### src/rtl/dmem_lsu_pkg.sv
// rtl/dmem_lsu_pkg.sv - shared encodings and helper functions for the load/store unit
package dmem_lsu_pkg;

    typedef enum logic [1:0] {
        SZ_B = 2'b00,
        SZ_H = 2'b01,
        SZ_W = 2'b10,
        SZ_X = 2'b11
    } size_e;

    typedef enum logic [2:0] {
        IDLE = 3'd0,
        REQ  = 3'd1,
        WAIT = 3'd2,
        ERR  = 3'd3,
        RESP = 3'd4
    } state_e;

    // A request is rejected when its size is illegal or the address is not
    // a multiple of the access size.
    function automatic logic misaligned(input logic [1:0] size, input logic [1:0] addr_lo);
        logic bad;
        case (size)
            SZ_B:    bad = 1'b0;
            SZ_H:    bad = addr_lo[0];
            SZ_W:    bad = (addr_lo != 2'b00);
            default: bad = 1'b1;
        endcase
        return bad;
    endfunction

    // Byte lanes touched by an access of the given size at the given offset.
    function automatic logic [3:0] be_gen(input logic [1:0] size, input logic [1:0] addr_lo);
        logic [3:0] be;
        case (size)
            SZ_B:    be = 4'b0001 << addr_lo;
            SZ_H:    be = 4'b0011 << {addr_lo[1], 1'b0};
            SZ_W:    be = 4'b1111;
            default: be = 4'b0000;
        endcase
        return be;
    endfunction

endpackage

### src/rtl/dmem_lsu_if.sv
// rtl/dmem_lsu_if.sv - core-side and RAM-side signal bundle for the load/store unit
interface dmem_lsu_if #(
    parameter int ADDR_W = 15
) ();

    // core memory stage <-> LSU
    logic              cpu_req;
    logic              cpu_we;
    logic [1:0]        cpu_size;
    logic              cpu_unsigned;
    logic [ADDR_W-1:0] cpu_addr;
    logic [31:0]       cpu_wdata;
    logic              cpu_ready;
    logic              cpu_rvalid;
    logic [31:0]       cpu_rdata;
    logic              cpu_err;

    // LSU <-> cpu_ram data port
    logic              d_req;
    logic [ADDR_W-1:0] d_addr;
    logic              d_we;
    logic [3:0]        d_be;
    logic [31:0]       d_wdata;
    logic [31:0]       d_rdata;
    logic              d_valid;

    modport cpu_master (
        output cpu_req, cpu_we, cpu_size, cpu_unsigned, cpu_addr, cpu_wdata,
        input  cpu_ready, cpu_rvalid, cpu_rdata, cpu_err
    );

    modport cpu_slave (
        input  cpu_req, cpu_we, cpu_size, cpu_unsigned, cpu_addr, cpu_wdata,
        output cpu_ready, cpu_rvalid, cpu_rdata, cpu_err
    );

    modport d_master (
        output d_req, d_addr, d_we, d_be, d_wdata,
        input  d_rdata, d_valid
    );

    modport d_slave (
        input  d_req, d_addr, d_we, d_be, d_wdata,
        output d_rdata, d_valid
    );

endinterface

### src/rtl/lsu_lane_align.sv
// rtl/lsu_lane_align.sv - store lane replication and load lane extract/extend
module lsu_lane_align
    import dmem_lsu_pkg::*;
(
    input  logic [1:0]  st_size_i,
    input  logic [31:0] st_wdata_i,
    output logic [31:0] st_wdata_o,
    input  logic [1:0]  ld_size_i,
    input  logic [1:0]  ld_addr_lo_i,
    input  logic        ld_unsigned_i,
    input  logic [31:0] ld_rdata_i,
    output logic [31:0] ld_data_o
);

    logic [7:0]  byte_v;
    logic [15:0] half_v;

    // Replicate narrow store data on every lane so the byte enables alone pick the target.
    always_comb begin
        st_wdata_o = st_wdata_i;
        case (st_size_i)
            SZ_B:    st_wdata_o = {4{st_wdata_i[7:0]}};
            SZ_H:    st_wdata_o = {2{st_wdata_i[15:0]}};
            default: st_wdata_o = st_wdata_i;
        endcase
    end

    // Pick the addressed lane out of the RAM word and extend it to 32 bits.
    always_comb begin
        byte_v    = ld_rdata_i[7:0];
        half_v    = ld_addr_lo_i[1] ? ld_rdata_i[31:16] : ld_rdata_i[15:0];
        ld_data_o = ld_rdata_i;
        case (ld_addr_lo_i)
            2'd0:    byte_v = ld_rdata_i[7:0];
            2'd1:    byte_v = ld_rdata_i[15:8];
            2'd2:    byte_v = ld_rdata_i[23:16];
            default: byte_v = ld_rdata_i[31:24];
        endcase
        case (ld_size_i)
            SZ_B:    ld_data_o = ld_unsigned_i ? {24'd0, byte_v} : {{24{byte_v[7]}}, byte_v};
            SZ_H:    ld_data_o = ld_unsigned_i ? {16'd0, half_v} : {{16{half_v[15]}}, half_v};
            default: ld_data_o = ld_rdata_i;
        endcase
    end

endmodule

### src/rtl/dmem_lsu.sv
// rtl/dmem_lsu.sv - load/store unit between core memory stage and cpu_ram D port
module dmem_lsu
    import dmem_lsu_pkg::*;
#(
    parameter int ADDR_W  = 15,
    parameter int TIMEOUT = 64
) (
    input  logic          clk,
    input  logic          reset,
    dmem_lsu_if.cpu_slave cpu,
    dmem_lsu_if.d_master  ram
);

    localparam int                CNT_W    = $clog2(TIMEOUT);
    localparam logic [CNT_W-1:0]  CNT_LAST = CNT_W'(TIMEOUT - 1);

    state_e             state_q, state_d;
    logic [CNT_W-1:0]   cnt_q, cnt_d;
    logic               we_q, we_d;
    logic [1:0]         size_q, size_d;
    logic               uns_q, uns_d;
    logic [1:0]         addr_lo_q, addr_lo_d;
    logic               err_q, err_d;
    logic [31:0]        rdata_q, rdata_d;
    logic [ADDR_W-1:0]  daddr_q, daddr_d;
    logic [3:0]         dbe_q, dbe_d;
    logic [31:0]        dwdata_q, dwdata_d;

    logic [31:0]        st_rep;
    logic [31:0]        ld_ext;

    lsu_lane_align u_lane (
        .st_size_i     (cpu.cpu_size),
        .st_wdata_i    (cpu.cpu_wdata),
        .st_wdata_o    (st_rep),
        .ld_size_i     (size_q),
        .ld_addr_lo_i  (addr_lo_q),
        .ld_unsigned_i (uns_q),
        .ld_rdata_i    (ram.d_rdata),
        .ld_data_o     (ld_ext)
    );

    // Next-state, capture, RAM-request and completion logic for one outstanding access.
    always_comb begin
        state_d   = state_q;
        cnt_d     = cnt_q;
        we_d      = we_q;
        size_d    = size_q;
        uns_d     = uns_q;
        addr_lo_d = addr_lo_q;
        err_d     = err_q;
        rdata_d   = rdata_q;
        daddr_d   = daddr_q;
        dbe_d     = dbe_q;
        dwdata_d  = dwdata_q;

        case (state_q)
            IDLE: begin
                err_d   = 1'b0;
                rdata_d = '0;
                if (cpu.cpu_req) begin
                    we_d      = cpu.cpu_we;
                    size_d    = cpu.cpu_size;
                    uns_d     = cpu.cpu_unsigned;
                    addr_lo_d = cpu.cpu_addr[1:0];
                    if (misaligned(cpu.cpu_size, cpu.cpu_addr[1:0])) begin
                        state_d = ERR;
                    end else begin
                        state_d  = REQ;
                        daddr_d  = {cpu.cpu_addr[ADDR_W-1:2], 2'b00};
                        dbe_d    = cpu.cpu_we ? be_gen(cpu.cpu_size, cpu.cpu_addr[1:0]) : 4'b0000;
                        dwdata_d = cpu.cpu_we ? st_rep : 32'd0;
                    end
                end
            end
            REQ: begin
                cnt_d   = '0;
                state_d = WAIT;
            end
            WAIT: begin
                if (ram.d_valid) begin
                    state_d  = RESP;
                    err_d    = 1'b0;
                    rdata_d  = we_q ? 32'd0 : ld_ext;
                    daddr_d  = '0;
                    dbe_d    = 4'b0000;
                    dwdata_d = 32'd0;
                end else if (cnt_q == CNT_LAST) begin
                    // RAM never answered; a response arriving after this is stale.
                    state_d  = RESP;
                    err_d    = 1'b1;
                    rdata_d  = 32'd0;
                    daddr_d  = '0;
                    dbe_d    = 4'b0000;
                    dwdata_d = 32'd0;
                end else begin
                    cnt_d = (cnt_q == CNT_LAST) ? cnt_q : cnt_q + 1'b1;
                end
            end
            ERR: begin
                state_d = RESP;
                err_d   = 1'b1;
                rdata_d = 32'd0;
            end
            RESP: begin
                state_d = IDLE;
                err_d   = 1'b0;
                rdata_d = 32'd0;
            end
            default: begin
                state_d = IDLE;
            end
        endcase
    end

    // State, capture and RAM-request registers; reset aborts any access in flight.
    always_ff @(posedge clk or negedge reset) begin
        if (!reset) begin
            state_q   <= IDLE;
            cnt_q     <= '0;
            we_q      <= 1'b0;
            size_q    <= 2'b00;
            uns_q     <= 1'b0;
            addr_lo_q <= 2'b00;
            err_q     <= 1'b0;
            rdata_q   <= 32'd0;
            daddr_q   <= '0;
            dbe_q     <= 4'b0000;
            dwdata_q  <= 32'd0;
        end else begin
            state_q   <= state_d;
            cnt_q     <= cnt_d;
            we_q      <= we_d;
            size_q    <= size_d;
            uns_q     <= uns_d;
            addr_lo_q <= addr_lo_d;
            err_q     <= err_d;
            rdata_q   <= rdata_d;
            daddr_q   <= daddr_d;
            dbe_q     <= dbe_d;
            dwdata_q  <= dwdata_d;
        end
    end

    // Outputs decoded from the state register so nothing leaks outside RESP or REQ.
    always_comb begin
        cpu.cpu_ready  = (state_q == IDLE);
        cpu.cpu_rvalid = (state_q == RESP);
        cpu.cpu_err    = (state_q == RESP) && err_q;
        cpu.cpu_rdata  = (state_q == RESP) ? rdata_q : 32'd0;
        ram.d_req      = (state_q == REQ);
        ram.d_addr     = daddr_q;
        ram.d_be       = dbe_q;
        ram.d_we       = |dbe_q;
        ram.d_wdata    = dwdata_q;
    end

endmodule

### src/flat_wrapper.sv
// flat-port wrapper written by rule: the top's interface ports become plain ports
module dmem_lsu_flat import dmem_lsu_pkg::*;
#(
    parameter int ADDR_W  = 15,
    parameter int TIMEOUT = 64
)
  (clk, reset, cpu_cpu_req, cpu_cpu_we, cpu_cpu_size, cpu_cpu_unsigned, cpu_cpu_addr, cpu_cpu_wdata, cpu_cpu_ready, cpu_cpu_rvalid, cpu_cpu_rdata, cpu_cpu_err, ram_d_req, ram_d_addr, ram_d_we, ram_d_be, ram_d_wdata, ram_d_rdata, ram_d_valid);
  dmem_lsu_if #(.ADDR_W(ADDR_W)) cpu_i ();
  dmem_lsu_if #(.ADDR_W(ADDR_W)) ram_i ();
  input  logic clk;
  input  logic reset;
  input wire logic [$bits(cpu_i.cpu_req)-1:0] cpu_cpu_req;
  input wire logic [$bits(cpu_i.cpu_we)-1:0] cpu_cpu_we;
  input wire logic [$bits(cpu_i.cpu_size)-1:0] cpu_cpu_size;
  input wire logic [$bits(cpu_i.cpu_unsigned)-1:0] cpu_cpu_unsigned;
  input wire logic [$bits(cpu_i.cpu_addr)-1:0] cpu_cpu_addr;
  input wire logic [$bits(cpu_i.cpu_wdata)-1:0] cpu_cpu_wdata;
  output wire logic [$bits(cpu_i.cpu_ready)-1:0] cpu_cpu_ready;
  output wire logic [$bits(cpu_i.cpu_rvalid)-1:0] cpu_cpu_rvalid;
  output wire logic [$bits(cpu_i.cpu_rdata)-1:0] cpu_cpu_rdata;
  output wire logic [$bits(cpu_i.cpu_err)-1:0] cpu_cpu_err;
  output wire logic [$bits(ram_i.d_req)-1:0] ram_d_req;
  output wire logic [$bits(ram_i.d_addr)-1:0] ram_d_addr;
  output wire logic [$bits(ram_i.d_we)-1:0] ram_d_we;
  output wire logic [$bits(ram_i.d_be)-1:0] ram_d_be;
  output wire logic [$bits(ram_i.d_wdata)-1:0] ram_d_wdata;
  input wire logic [$bits(ram_i.d_rdata)-1:0] ram_d_rdata;
  input wire logic [$bits(ram_i.d_valid)-1:0] ram_d_valid;
  assign cpu_i.cpu_req = cpu_cpu_req;
  assign cpu_i.cpu_we = cpu_cpu_we;
  assign cpu_i.cpu_size = cpu_cpu_size;
  assign cpu_i.cpu_unsigned = cpu_cpu_unsigned;
  assign cpu_i.cpu_addr = cpu_cpu_addr;
  assign cpu_i.cpu_wdata = cpu_cpu_wdata;
  assign cpu_cpu_ready = cpu_i.cpu_ready;
  assign cpu_cpu_rvalid = cpu_i.cpu_rvalid;
  assign cpu_cpu_rdata = cpu_i.cpu_rdata;
  assign cpu_cpu_err = cpu_i.cpu_err;
  assign ram_d_req = ram_i.d_req;
  assign ram_d_addr = ram_i.d_addr;
  assign ram_d_we = ram_i.d_we;
  assign ram_d_be = ram_i.d_be;
  assign ram_d_wdata = ram_i.d_wdata;
  assign ram_i.d_rdata = ram_d_rdata;
  assign ram_i.d_valid = ram_d_valid;
  dmem_lsu #(.ADDR_W(ADDR_W), .TIMEOUT(TIMEOUT)) u_core (.clk(clk), .reset(reset), .cpu(cpu_i), .ram(ram_i));
endmodule
### config.mk
export PLATFORM = sky130hd
export DESIGN_NAME = dmem_lsu_flat
export DESIGN_NICKNAME = d
export VERILOG_FILES = /design/src/rtl/dmem_lsu_pkg.sv /design/src/rtl/dmem_lsu_if.sv /design/src/rtl/lsu_lane_align.sv /design/src/rtl/dmem_lsu.sv /design/src/flat_wrapper.sv
export SDC_FILE = /design/constraint.sdc
export NUM_CORES = 1
export LEC_CHECK = 0
export CAP_MARGIN = 20
export CORE_ASPECT_RATIO = 2
export CORE_MARGIN = 2
export CORE_UTILIZATION = 46
export DETAILED_ROUTE_END_ITERATION = 7
export GPL_ROUTABILITY_DRIVEN = 0
export PLACE_DENSITY = 0.81
export SLEW_MARGIN = 15
export SYNTH_ARGS = -nofsm -noshare
export SYNTH_HDL_FRONTEND = slang
export SYNTH_HIERARCHICAL = 1
export SYNTH_SLANG_ARGS = --single-unit
### constraint.sdc
create_clock -name clk -period 2.1 [get_ports clk]
set_clock_uncertainty 0.1 [all_clocks]
set_input_delay 0.21 -clock clk [delete_from_list [all_inputs] [get_ports clk]]
set_output_delay 0.21 -clock clk [all_outputs]
set_load 0.05 [all_outputs]
# [Word level (Yosys, flattened, before mapping)]
# Index checks and enable logic that the tools add are counted.
[totals] ff_bits=99 latch_bits=0 mem_bits_rw=0 mem_bits_ro=0 in_bits=87 output_inout_bits=88 elab_cells=90 memories=0
[classes] add_sub_neg=1 mul=0 div_mod_pow=0 magnitude_cmp=0 eq_ne=15 shifts=2 muxes=42 n_bitwise=0 reduce_logical=19
[op_table] cell="32-bit 2-to-1 mux" n=10
[op_table] cell="32-bit case mux with 2 select lines" n=4
[op_table] cell="15-bit 2-to-1 mux" n=4
[op_table] cell="15-bit case mux with 2 select lines" n=1
[op_table] cell="8-bit case mux with 3 select lines" n=1
[op_table] cell="4-bit 2-to-1 mux" n=5
[op_table] cell="16-bit 2-to-1 mux" n=1
[op_table] cell="6-bit 2-to-1 mux" n=2
[op_table] cell="3-bit case mux with 4 select lines" n=1
[op_table] cell="4-bit case mux with 3 select lines" n=1
[op_table] cell="6-bit case mux with 2 select lines" n=1
[op_table] cell="3-bit 2-to-1 mux" n=3
[op_table] cell="2-bit inequality test, second input constant" n=4
[op_table] cell="4-bit case mux with 2 select lines" n=1
[op_table] cell="2-bit AND reduction" n=4
[op_table] cell="2-bit nonzero test" n=4
[op_table] cell="6-bit by 1-bit adder with 6-bit output, second input constant" n=1
[op_table] cell="2-bit by 1-bit == test with 1-bit output, second input constant" n=3
[op_table] cell="3-bit by 2-bit == test with 1-bit output, second input constant" n=2
[op_table] cell="6-bit == test, second input constant" n=1
[op_table] cell="2-bit logical NOT" n=3
[op_table] cell="1-bit case mux with 3 select lines" n=2
[op_table] cell="2-bit == test, second input constant" n=2
[op_table] cell="1-bit 2-to-1 mux" n=4
[op_table] cell="14 further kinds" n=14

# [Logic depth before layout (Yosys ltp)]
[depth] word_depth=7 ltp_mapped=7 depth_no_buf=5

# [Cells and area by module]
# The synthesis kept the hierarchy.
[by_module_without_submodules] module="dmem_lsu" n_inst=1 cells_each=319 area_each_um2=4003.8 seq_area_each_um2=2427.3
[by_module_without_submodules] module="lsu_lane_align" n_inst=1 cells_each=171 area_each_um2=1098.6 seq_area_each_um2=0.0

# [Least setup slack after synthesis]
# Ideal clock, no wire load.
[synth_timing] path_kind="flip-flop to output port" startpoint="register u_core.state_q[2]" endpoint="output port cpu_cpu_rdata[22]" t_arrival_ps=2137 required_time_ps=1790 path_slack_ps=-347 path_stages_with_launch=6 path_buffers=2 cell_sequence="dfrtp_1 -> buf_2 -> inv_1 -> nor3_1 -> clkbuf_1 -> and2_1"
[synth_via] elab_chain_cells=2
[synth_lines] item="from (decl)" line_no="dmem_lsu.sv:17" text="state_e state_q, state_d;"
[synth_lines] item="from (signal assigned)" line_no="dmem_lsu.sv:131" text="state_q <= state_d;"
[synth_lines] item="3-bit == test"
[synth_lines] item="via cpu_cpu_rvalid" line_no="flat_wrapper.sv:19" text="output wire logic [$bits(cpu_i.cpu_rvalid)-1:0] cpu_cpu_rvalid;"
[synth_lines] item="32-bit 2-to-1 mux" line_no="dmem_lsu.sv:150" text="cpu.cpu_rdata = (state_q == RESP) ? rdata_q : 32'd0;"
[synth_lines] item="to (decl)" line_no="flat_wrapper.sv:20" text="output wire logic [$bits(cpu_i.cpu_rdata)-1:0] cpu_cpu_rdata;"
# The timed path passes the listed nets, and every way through them passes these cells.

# [Worst setup path after layout]
[layout_timing] startpoint="register u_core.state_q[2]" endpoint="output port cpu_cpu_rdata[4]"
[layout_via] elab_chain_cells=2
[layout_lines] item="3-bit == test" line_no="dmem_lsu.sv:150"
[layout_lines] item="32-bit 2-to-1 mux" line_no="dmem_lsu.sv:150"
# Every way passes these cells.

==> results by group <==
Outcome
  – Status: finished, final reports clean

Cells and area
  – N_diodes: 0
  – Reg area: 2430 um^2
  – P&R area growth vs syn: 54.6%
  – FILL cells: 771
  – Fin nets: 759
  – Fraction of layout cells with a size suffix above 1: 0.210
  – Multi-input gate area: 2440 um^2

CTS
  – CTS tree: yes
  – Reg clk slew, reported paths: 0.07 ns
  – Total CTS buffers: 9
  – CTS HTree Levels: 3
  – CTS Buffer Depth: 2
  – Skew-Pair Late Insertion Delay: 0.34 ns
  – CTS root buffer: clkbuf_16
  – CTS Sinks: 97

STA
  – Final Hold Viols: 0
  – Setup TNS: 0 ns
  – Max-slew violations: 0
  – Final period util: 0.986
  – Tightest Pin Transition: 0.590 ns
  – RSZ-0062 raised after global routing: yes
  – Hold Slack: 0.298 ns
  – Slew headroom: 0.606
  – Fmax: 483 MHz
  – Fin crit period: 2.07 ns
  – Final setup fails: 0

Setup path
  – Crit Path Max Fanout: 34
  – Crit path largest cell delay: 0.36 ns
  – Flop2flop setup slack: 0.10 ns
  – Critical Path Source Type: register
  – Crit-path cells: buf_6, clkinvlp_4, nor3_4, buf_12, and2_1, buf_12
  – Crit-path slowest cell: dfrtp_1
  – CP most frequent cell: buf_12
  – Worst Setup End Kind: primary output
  – CP arrival: 1.76 ns
  – Reg-to-Reg End: u_core/ram.d_be[1]$_DFFE_PN0P_
  – CP delay by family, top: buffers and inverters
  – R2R depth: 5
  – R2r startpoint: u_core/state_q[0]$_DFFE_PN0P_
  – WP data required: 1.79 ns
  – Worst path bufs/invs: 4
  – Kind of critical path: register to primary output

Synth
  – Syn_area_per_cell: 10.4 um^2
  – EDFF count, synth: 0
  – Synth warn: 6
  – Top post-synthesis cells by area: dfrtp_1 (48%), a22o_1 (14%), nand2_1 (5.9%), and2_1 (4.0%), mux2_2 (3.8%)
  – Cell taking the most area after synthesis: dfrtp_1
  – Synth Flop Type: dfrtp_1
  – FF+latch count, synth: 97
  – Synthesized cell area: 5100 um^2
  – Post-Syn Instances: 490
  – Share of the synthesized area in the top cell type: 0.476
  – Ys async rst share: 1.00
  – Count of unique library cells instantiated by Yosys: 49
  – Register area share after synthesis: 0.476

Routing
  – 1st-pass router iterations: 5
  – Via/cell ratio: 5.79
  – Routed Antenna Nets: 0
  – Drt initial violations: 235
  – Top layer in use: met4
  – Post-Route WL: 16.0 mm
  – DRC violations left: 0
  – Vias: 4,727
  – Metal-1 WL: 5.70 mm
  – Met3 wire len: 821 um
  – DR WL/cell: 19.6 um
  – Met2 WL: 8.92 mm

Global route
  – Gr usage total: 0.271
  – Vias in the first global route: 5,047
  – Grt total ovfl: 0
  – Largest net degree at the start of global routing: 42
  – First-pass GRT wire length: 25.6 mm
  – Initial antenna violation count: 0

Die
  – Starting density of the core: 0.469
  – Core box area: 10,900 um^2
  – # rows: 54
  – I/O pins: 175
  – Die Y: 153 um
  – Die X: 78.5 um
  – DIE AREA: 12,000 um^2

Min path
  – Worst Hold Class: input pin to async pin

Power and ir drop
  – VDD IR max: 1.01 mV
  – Power per cell area: 1350 nW/um^2
  – Leakage: 3.63 nW
  – Pwr Total: 10.6 mW

Run
  – Max-cap violations: 0

Place
  – Port bufs: 172
  – Post-DP HPWL: 11.9 mm
what timing repair did:
item,CTS,global route
hold buffers,1,0
buffers inserted,1,1
endpoints found under the setup margin,71,58
endpoints found under the hold margin,38,0
gates cloned,1,0
resized for setup,6,3
pin swaps,1,1
registers in the layout, summed over array words and instances, names as in the netlist:
register and count:
u_core/size_q 2, u_core/uns_q 1, u_core/state_q 3, u_core/we_q 1, u_core/ram.d_be 4, u_core/cnt_q 6
u_core/rdata_q 32, u_core/ram.d_addr 13, u_core/ram.d_wdata 32, u_core/addr_lo_q 2, u_core/err_q 1
kinds of logic (layout without fill, tap and decap cells):
family	Yosys count	in the layout	share of synthesized area
and+or+nand+nor	155	155	0.149
AOI/OAI and AO/OA	153	154	0.249
DFF	97	97	0.476
buffers and inverters	53	237	0.0593
muxes	29	29	0.0620
adders and majority gates	1	1	0.00245
other	1	2	0.000735
xor gates and xnor gates	1	1	0.00172
per-stage QoR:
step                      setup WS (ns)   util  area (um^2)  std cells
after floorplan                  0.0245      -         5120        491
after detailed placement         -0.166  0.689         7500        796
after global routing            -0.0329  0.725         7890        816
final                            0.0302  0.725         7890        816
after CTS                        0.0254  0.723         7870        815
after global placement           -0.322  0.687         7470        795
where the power goes:
group	total [mW]	leakage (nW)	switching, mW	internal [mW]
registers	2.95	1.30	0.452	2.50
clock network	1.74	0.157	0.781	0.959
logic	5.93	2.17	3.61	2.31
routing by layer:
layer,vias to the layer above,GRT usage
li1,2138,-
met1,2335,0.288
met2,213,0.508
met3,41,0.0431
met4,0,0.126
met5,-,0
cell usage after synthesis (all sizes together), types with 2 or more instances:
cell type  count
buf           29
nor2          10
and2          33
mux2          18
a31oi          2
nand2         81
a21oi         11
nor2b          6
nor3           4
a2bb2oi        3
clkbuf        18
o21ai         19
inv            6
nand3          2
dfrtp         97
o21bai         2
a22oi          5
and3           2
o221a          2
or4b           2
a221o          9
a22o          82
o22a           4
mux2i         11
nand2b         9
or3            3
a21o           8
worst reg2reg max path, stage by stage (launching register included):
cell,delay [ns]
dfrtp_1,0.41
or4b_1,0.58
a21oi_4,0.23
a31oi_4,0.09
buf_16,0.21
a22o_1,0.27
cell type report:
class / instances / area share
Clock buffer: 9 / 0.0286
Clock inverter: 7 / 0.0121
Inverter: 6 / 0.00333
Multi-Input combinational cell: 342 / 0.310
Sequential cell: 97 / 0.308
Tap cell: 140 / 0.0222
Timing Repair Buffer: 215 / 0.316
worst max-delay path by stage:
stage / from / cells after the start / end / slack (ns)
CTS: u_core/state_q[0]$_DFFE_PN0P_ / 6 / u_core/ram.d_be[0]$_DFFE_PN0P_ / 0.03
floorplan: u_core/state_q[2]$_DFFE_PN0P_ / 5 / cpu_cpu_rdata[22] / 0.02
global placement: u_core/cnt_q[0]$_DFFE_PN0P_ / 5 / u_core/ram.d_wdata[17]$_DFFE_PN0P_ / -0.32
global route: u_core/state_q[2]$_DFFE_PN0P_ / 6 / cpu_cpu_rdata[18] / -0.03
finish: u_core/state_q[2]$_DFFE_PN0P_ / 6 / cpu_cpu_rdata[4] / 0.03
detailed placement: cpu_cpu_req / 6 / u_core/ram.d_be[1]$_DFFE_PN0P_ / -0.17
cell usage in the layout (no fill, tap or decap), types with 3 or more instances in the layout:
cell type and n:
a21oi_1 9, o21ai_0 18, mux2_2 17, buf_12 41, clkbuf_16 9, nor2b_1 5
a221o_1 9, mux2i_1 11, a2bb2oi_1 3, dfrtp_1 97, and2_1 22, a21o_1 8
a22oi_1 5, o22a_1 4, clkdlybuf4s50_1 134, inv_1 4, buf_4 36, nand2_1 80
or3_1 3, nand2b_1 9, and2_2 9, a22o_1 82, nor2_1 9
Note: power is estimated with default switching activity, not from simulation.
